[src/rtl/rd_fwft_stage_pkg.sv]
// Shared definitions for the read-side FWFT output stage.
// Occupancy states of the 2-entry output buffer and the rinc issue rule.
package rd_fwft_stage_pkg;

  // Buffered word count, one state per occupancy level.
  typedef enum logic [1:0] {
    S0 = 2'd0,
    S1 = 2'd1,
    S2 = 2'd2
  } occ_e;

  localparam logic [1:0] OccMax = 2'd2;

  // A new read may be issued while buffered plus in-flight words stay within
  // two, or exactly two when a word leaves the buffer this same cycle.
  function automatic logic issue_ok(logic [1:0] occ, logic infl, logic pop);
    logic [2:0] sum;
    sum = {1'b0, occ} + {2'b00, infl};
    return (sum <= 3'd1) || ((sum == {1'b0, OccMax}) && pop);
  endfunction

endpackage

[src/rtl/rd_skid_buf.sv]
// Two-entry output buffer: head register drives the stream, skid register
// holds the second word. Occupancy is kept as a small FSM (S0/S1/S2).
module rd_skid_buf
  import rd_fwft_stage_pkg::*;
#(
  parameter int unsigned DATA_WIDTH = 32
) (
  input  logic                  clk,
  input  logic                  rst_n,
  input  logic                  in_valid,
  input  logic [DATA_WIDTH-1:0] in_data,
  output logic                  out_valid,
  input  logic                  out_ready,
  output logic [DATA_WIDTH-1:0] out_data,
  output logic [1:0]            count
);

  occ_e                  state_q, state_d;
  logic [DATA_WIDTH-1:0] head_q, skid_q;
  logic                  pop;
  logic                  load_head, head_from_skid, load_skid;

  assign pop = out_valid & out_ready;

  // Occupancy state register.
  always_ff @(posedge clk or negedge rst_n) begin
    if (!rst_n) begin
      state_q <= S0;
    end else begin
      state_q <= state_d;
    end
  end

  // Next occupancy and data-path steering from arrival and pop.
  always_comb begin
    state_d        = state_q;
    load_head      = 1'b0;
    head_from_skid = 1'b0;
    load_skid      = 1'b0;
    unique case (state_q)
      S0: begin
        if (in_valid) begin
          state_d   = S1;
          load_head = 1'b1;
        end
      end
      S1: begin
        if (in_valid && !pop) begin
          state_d   = S2;
          load_skid = 1'b1;
        end else if (!in_valid && pop) begin
          state_d = S0;
        end else if (in_valid && pop) begin
          load_head = 1'b1;
        end
      end
      S2: begin
        // Arrival without a pop is excluded upstream by the issue rule.
        if (pop) begin
          load_head      = 1'b1;
          head_from_skid = 1'b1;
          if (in_valid) begin
            load_skid = 1'b1;
          end else begin
            state_d = S1;
          end
        end
      end
      default: state_d = S0;
    endcase
  end

  // Stream outputs derived from registered state only.
  always_comb begin
    out_valid = (state_q != S0);
    out_data  = head_q;
    count     = state_q;
  end

  // Head and skid data registers.
  always_ff @(posedge clk or negedge rst_n) begin
    if (!rst_n) begin
      head_q <= '0;
      skid_q <= '0;
    end else begin
      if (load_head) begin
        head_q <= head_from_skid ? skid_q : in_data;
      end
      if (load_skid) begin
        skid_q <= in_data;
      end
    end
  end

endmodule

[src/rtl/rd_fwft_stage.sv]
// Read-side FWFT output stage, rclk domain. Issues rinc to the read
// controller, tracks the 1-cycle memory latency and feeds the skid buffer.
// Optional macro RD_FWFT_LEVEL_EN adds a 'level' output reporting occupancy.
module rd_fwft_stage
  import rd_fwft_stage_pkg::*;
#(
  parameter int unsigned DATA_WIDTH = 32
) (
  input  logic                  rclk,
  input  logic                  rrst_n,
  input  logic                  empty,
  output logic                  rinc,
  input  logic [DATA_WIDTH-1:0] rdata,
  output logic                  m_valid,
  input  logic                  m_ready,
`ifdef RD_FWFT_LEVEL_EN
  output logic [1:0]            level,
`endif
  output logic [DATA_WIDTH-1:0] m_data
);

  logic       infl_q;
  logic [1:0] occ;
  logic       pop;

  assign pop = m_valid & m_ready;

  // rinc is gated by reset so nothing is popped while the stage is held.
  always_comb begin
    rinc = rrst_n & ~empty & issue_ok(occ, infl_q, pop);
  end

  // In-flight flag: read data lands one cycle after the rinc cycle.
  always_ff @(posedge rclk or negedge rrst_n) begin
    if (!rrst_n) begin
      infl_q <= 1'b0;
    end else begin
      infl_q <= rinc;
    end
  end

  rd_skid_buf #(
    .DATA_WIDTH (DATA_WIDTH)
  ) u_buf (
    .clk       (rclk),
    .rst_n     (rrst_n),
    .in_valid  (infl_q),
    .in_data   (rdata),
    .out_valid (m_valid),
    .out_ready (m_ready),
    .out_data  (m_data),
    .count     (occ)
  );

`ifdef RD_FWFT_LEVEL_EN
  // Occupancy straight from the buffer's state register.
  always_comb begin
    level = occ;
  end
`endif

endmodule

[config.mk]
export PLATFORM = sky130hd
export DESIGN_NAME = rd_fwft_stage
export DESIGN_NICKNAME = d
export VERILOG_FILES = /design/src/rtl/rd_fwft_stage_pkg.sv /design/src/rtl/rd_skid_buf.sv /design/src/rtl/rd_fwft_stage.sv
export SDC_FILE = /design/constraint.sdc
export NUM_CORES = 1
export LEC_CHECK = 0
export CORE_MARGIN = 5
export CORE_UTILIZATION = 46
export DETAILED_ROUTE_END_ITERATION = 8
export PLACE_DENSITY_LB_ADDON = 0.25
export SLEW_MARGIN = 10
export SYNTH_ARGS = -nofsm -noshare
export SYNTH_HDL_FRONTEND = slang
export SYNTH_HIERARCHICAL = 1
export SYNTH_SLANG_ARGS = --single-unit
export TNS_END_PERCENT = 5
[constraint.sdc]
create_clock -name rclk -period 2 [get_ports rclk]
set_clock_uncertainty 0.2 [all_clocks]
set_input_delay 0.4 -clock rclk [delete_from_list [all_inputs] [get_ports rclk]]
set_output_delay 0.4 -clock rclk [all_outputs]
set_load 0.05 [all_outputs]
==> results.cfg <==
[yosys]
synth-seq-cells = 67
syn-cell-area_sq_mm = 0.00342
syn_nets = 255
synth_top_cell_by_area = dfrtp_1
synth_area_leaders = dfrtp_1, mux2_4, mux2_2
synth_top_area_share_pct = 49.1
yosys_warnings = 6
syn_inst = 209
syn_area_per_cell_sq_um = 16.3
yosysUniqueCellTypes = 23
ys_seq_area_share_pct = 49.1

[routing]
wl_per_cell_um = 16.9
first_iter_violations = 55
routed_wirelength_um = 6950
vias = 2034
first_pass_iters = 4
drc_errors = 0
via_per_inst = 4.94
ant_nets = 0

[setup_path]
end_kind = output port
crit_buf_inv = 2
r2r_cells = 11
crit_cells = 7
rrSetupSlack_ns = -0.41
path_class = register to output port
required_ns = 1.40
cp_top_family = adder cells
r2r-end = u_buf/skid_q[0]
timing.rr.start = u_buf/count[0]
crit_fanout = 2
arrival_ns = 1.82
worst_setup_path_start_kind = register
cp_cell_sequence = ha_2 > inv_2 > ha_4 > nor3b_4 > nand3_2 > a21oi_4 > buf_12
cpPeakStageDelay_ns = 0.37
slowest_stage = dfrtp_1

[die]
dieArea_sq_mm = 0.00925
core_sq_mm = 0.00725
die_h_um = 96.2
die-width_um = 96.2
rows = 31
ios = 70
start_util_pct = 47.1

[sta]
totalNegativeSetupSlack_ns = -22.09
fin_ws_ns = -0.420
relSlewSlack_pct = 43.8
setup_viol = 68
min_period_ns = 2.42
period_share_pct = 121
tightest_slew_ns = 0.843
fin_hold_ws_ns = 0.144
slew_viol_final = 0
rsz0062_at_grt = yes
hold_viol = 0
max_freq_mhz = 413

[power_and_ir_drop]
ir_drop_uv = 970
switching_power_mw = 3.23
power_leakage_nw = 2.35
power.density_mw_per_mm2 = 1710
combPwrFrac_pct = 57.9
sequentialPowerShare_pct = 29.9
power.share.switching_pct = 39.6
clkPwrFrac_pct = 12.2
p_int_mw = 4.92

[job]
drv_cap = 0

[clocking]
holdBufCountCts = 0
cts_root_buffer = clkbuf_8
cts_made_buffers = 9
cts_tree = built
worstSkewPairLatency_ns = 0.34
clock_path_buffers = 2
cts.sink_count = 67
clkTransAtPathRegs_ns = 0.08
htreeDepth = 3

[outcome]
status = finished with violations
violations = negative setup slack

[finish]
area_growth_pct = 39.2
drive_gt1_share_pct = 61.7
final_area_sq_mm = 0.00476
nets = 356
n_antenna_cell = 0

[placed_design]
hpwl_um = 4430
io_buffers = 69
gp_congestion = 0.764
placed_cell_area_sq_mm = 0.00435

[global_route]
grt_start_max_net_pins = 68
grt_overflow = 0
grt_pass1_vias = 2174
antenna_found_initial = 0
track_usage_pct = 16.2
grt_pass1_wl_um = 11100

[hold_path]
worstHoldPathType = primary input to asynchronous set/reset pin
==> synthesized netlist by cell type (all sizes together) <==
cell type	instances
buf	9
ha	10
nor2	1
dfrtp	67
o21ai	1
a222oi	1
or2b	1
nor3b	1
mux2i	2
o22ai	1
a21oi	2
nand2	1
nand3b	1
mux2	96
inv	6
a22oi	1
and4b	1
and2	1
o21bai	1
nand3	1
nand2b	4
==> state kept, by name, indices dropped and copies added, names as in the netlist <==
| register | count |
|---|---|
| u_buf/skid_q | 32 |
| infl_q | 1 |
| u_buf/count | 2 |
| u_buf/out_data | 32 |
==> area by class of cell <==
cell class / instances / area [sq um]
sequential: 67 / 1680
clock buffer: 12 / 155
fill: 540 / 2500
inverter: 6 / 33.8
clock inverter: 2 / 12.5
timing repair buffer: 99 / 948
multi-input combinational: 127 / 1810
tap: 99 / 124
==> how the worst max path moves through the flow <==
stage                   start                to  slack (ns)
2_1_floorplan  u_buf/count[1]  u_buf/skid_q[10]       -0.13
3_3_place_gp          m_ready  u_buf/skid_q[18]       -0.44
3_5_place_dp          m_ready  u_buf/skid_q[30]       -0.45
4_1_cts        u_buf/count[0]              rinc       -0.47
5_1_grt        u_buf/count[0]              rinc       -0.52
6_report       u_buf/count[0]              rinc       -0.42
==> power groups by stage <==
stage,Clock (mW),Combinational (mW),Sequential (mW)
floorplan,0,1.95,3.54
global placement,0,4.26,2.42
detailed placement,0,4.31,2.44
CTS,1.03,4.68,2.43
global route,1.10,4.97,2.51
finish,0.997,4.71,2.43
==> layout by cell type (no fill, tap or decap), types with 2 or more instances in the layout <==
| master | Yosys | layout |
|---|---|---|
| clkbuf_8 | 0 | 11 |
| inv_2 | 0 | 2 |
| dfrtp_1 | 67 | 67 |
| nand2b_1 | 4 | 3 |
| mux2i_1 | 2 | 2 |
| clkinvlp_4 | 0 | 2 |
| inv_1 | 6 | 2 |
| ha_1 | 10 | 4 |
| clkdlybuf4s50_1 | 0 | 34 |
| mux2_4 | 60 | 86 |
| buf_6 | 9 | 6 |
| buf_12 | 0 | 5 |
| ha_2 | 0 | 2 |
| mux2_2 | 34 | 10 |
| buf_4 | 0 | 51 |
| ha_4 | 0 | 4 |
==> metrics by stage <==
step / setup slack (ns) / power, mW / util, % / instances
after global routing: -0.517 / 8.59 / 65.6 / 412
after floorplan: -0.131 / 5.49 / - / 209
after detailed placement: -0.454 / 6.75 / 59.9 / 391
after CTS: -0.474 / 8.14 / 65.0 / 411
after global placement: -0.444 / 6.68 / 59.9 / 391
final: -0.420 / 8.14 / 65.6 / 412
==> cells by family after synthesis <==
family / after synthesis / synth area share (%)
DFF: 67 / 49.1
adders and majority gates: 10 / 3.66
AOI/OAI and AO/OA: 7 / 2.09
and+or+nand+nor: 12 / 2.75
muxes: 98 / 38.8
buffers and inverters: 15 / 3.63
==> per-layer routing <==
metal / vias up / wire length [um] / global-route usage (%)
li1: 943 / - / -
met1: 1041 / 3090 / 21.3
met2: 41 / 3460 / 25.2
met3: 9 / 268 / 3.36
met4: 0 / 132 / 8.18
met5: - / 0 / 0
==> repair_timing <==
item	4_1_cts	5_1_grt
setup buffers	5	2
gates resized for setup	32	6
pin swaps	8	4
gates cloned	1	1
setup endpoints to repair	68	68
Power figures use the tool's default switching activity.
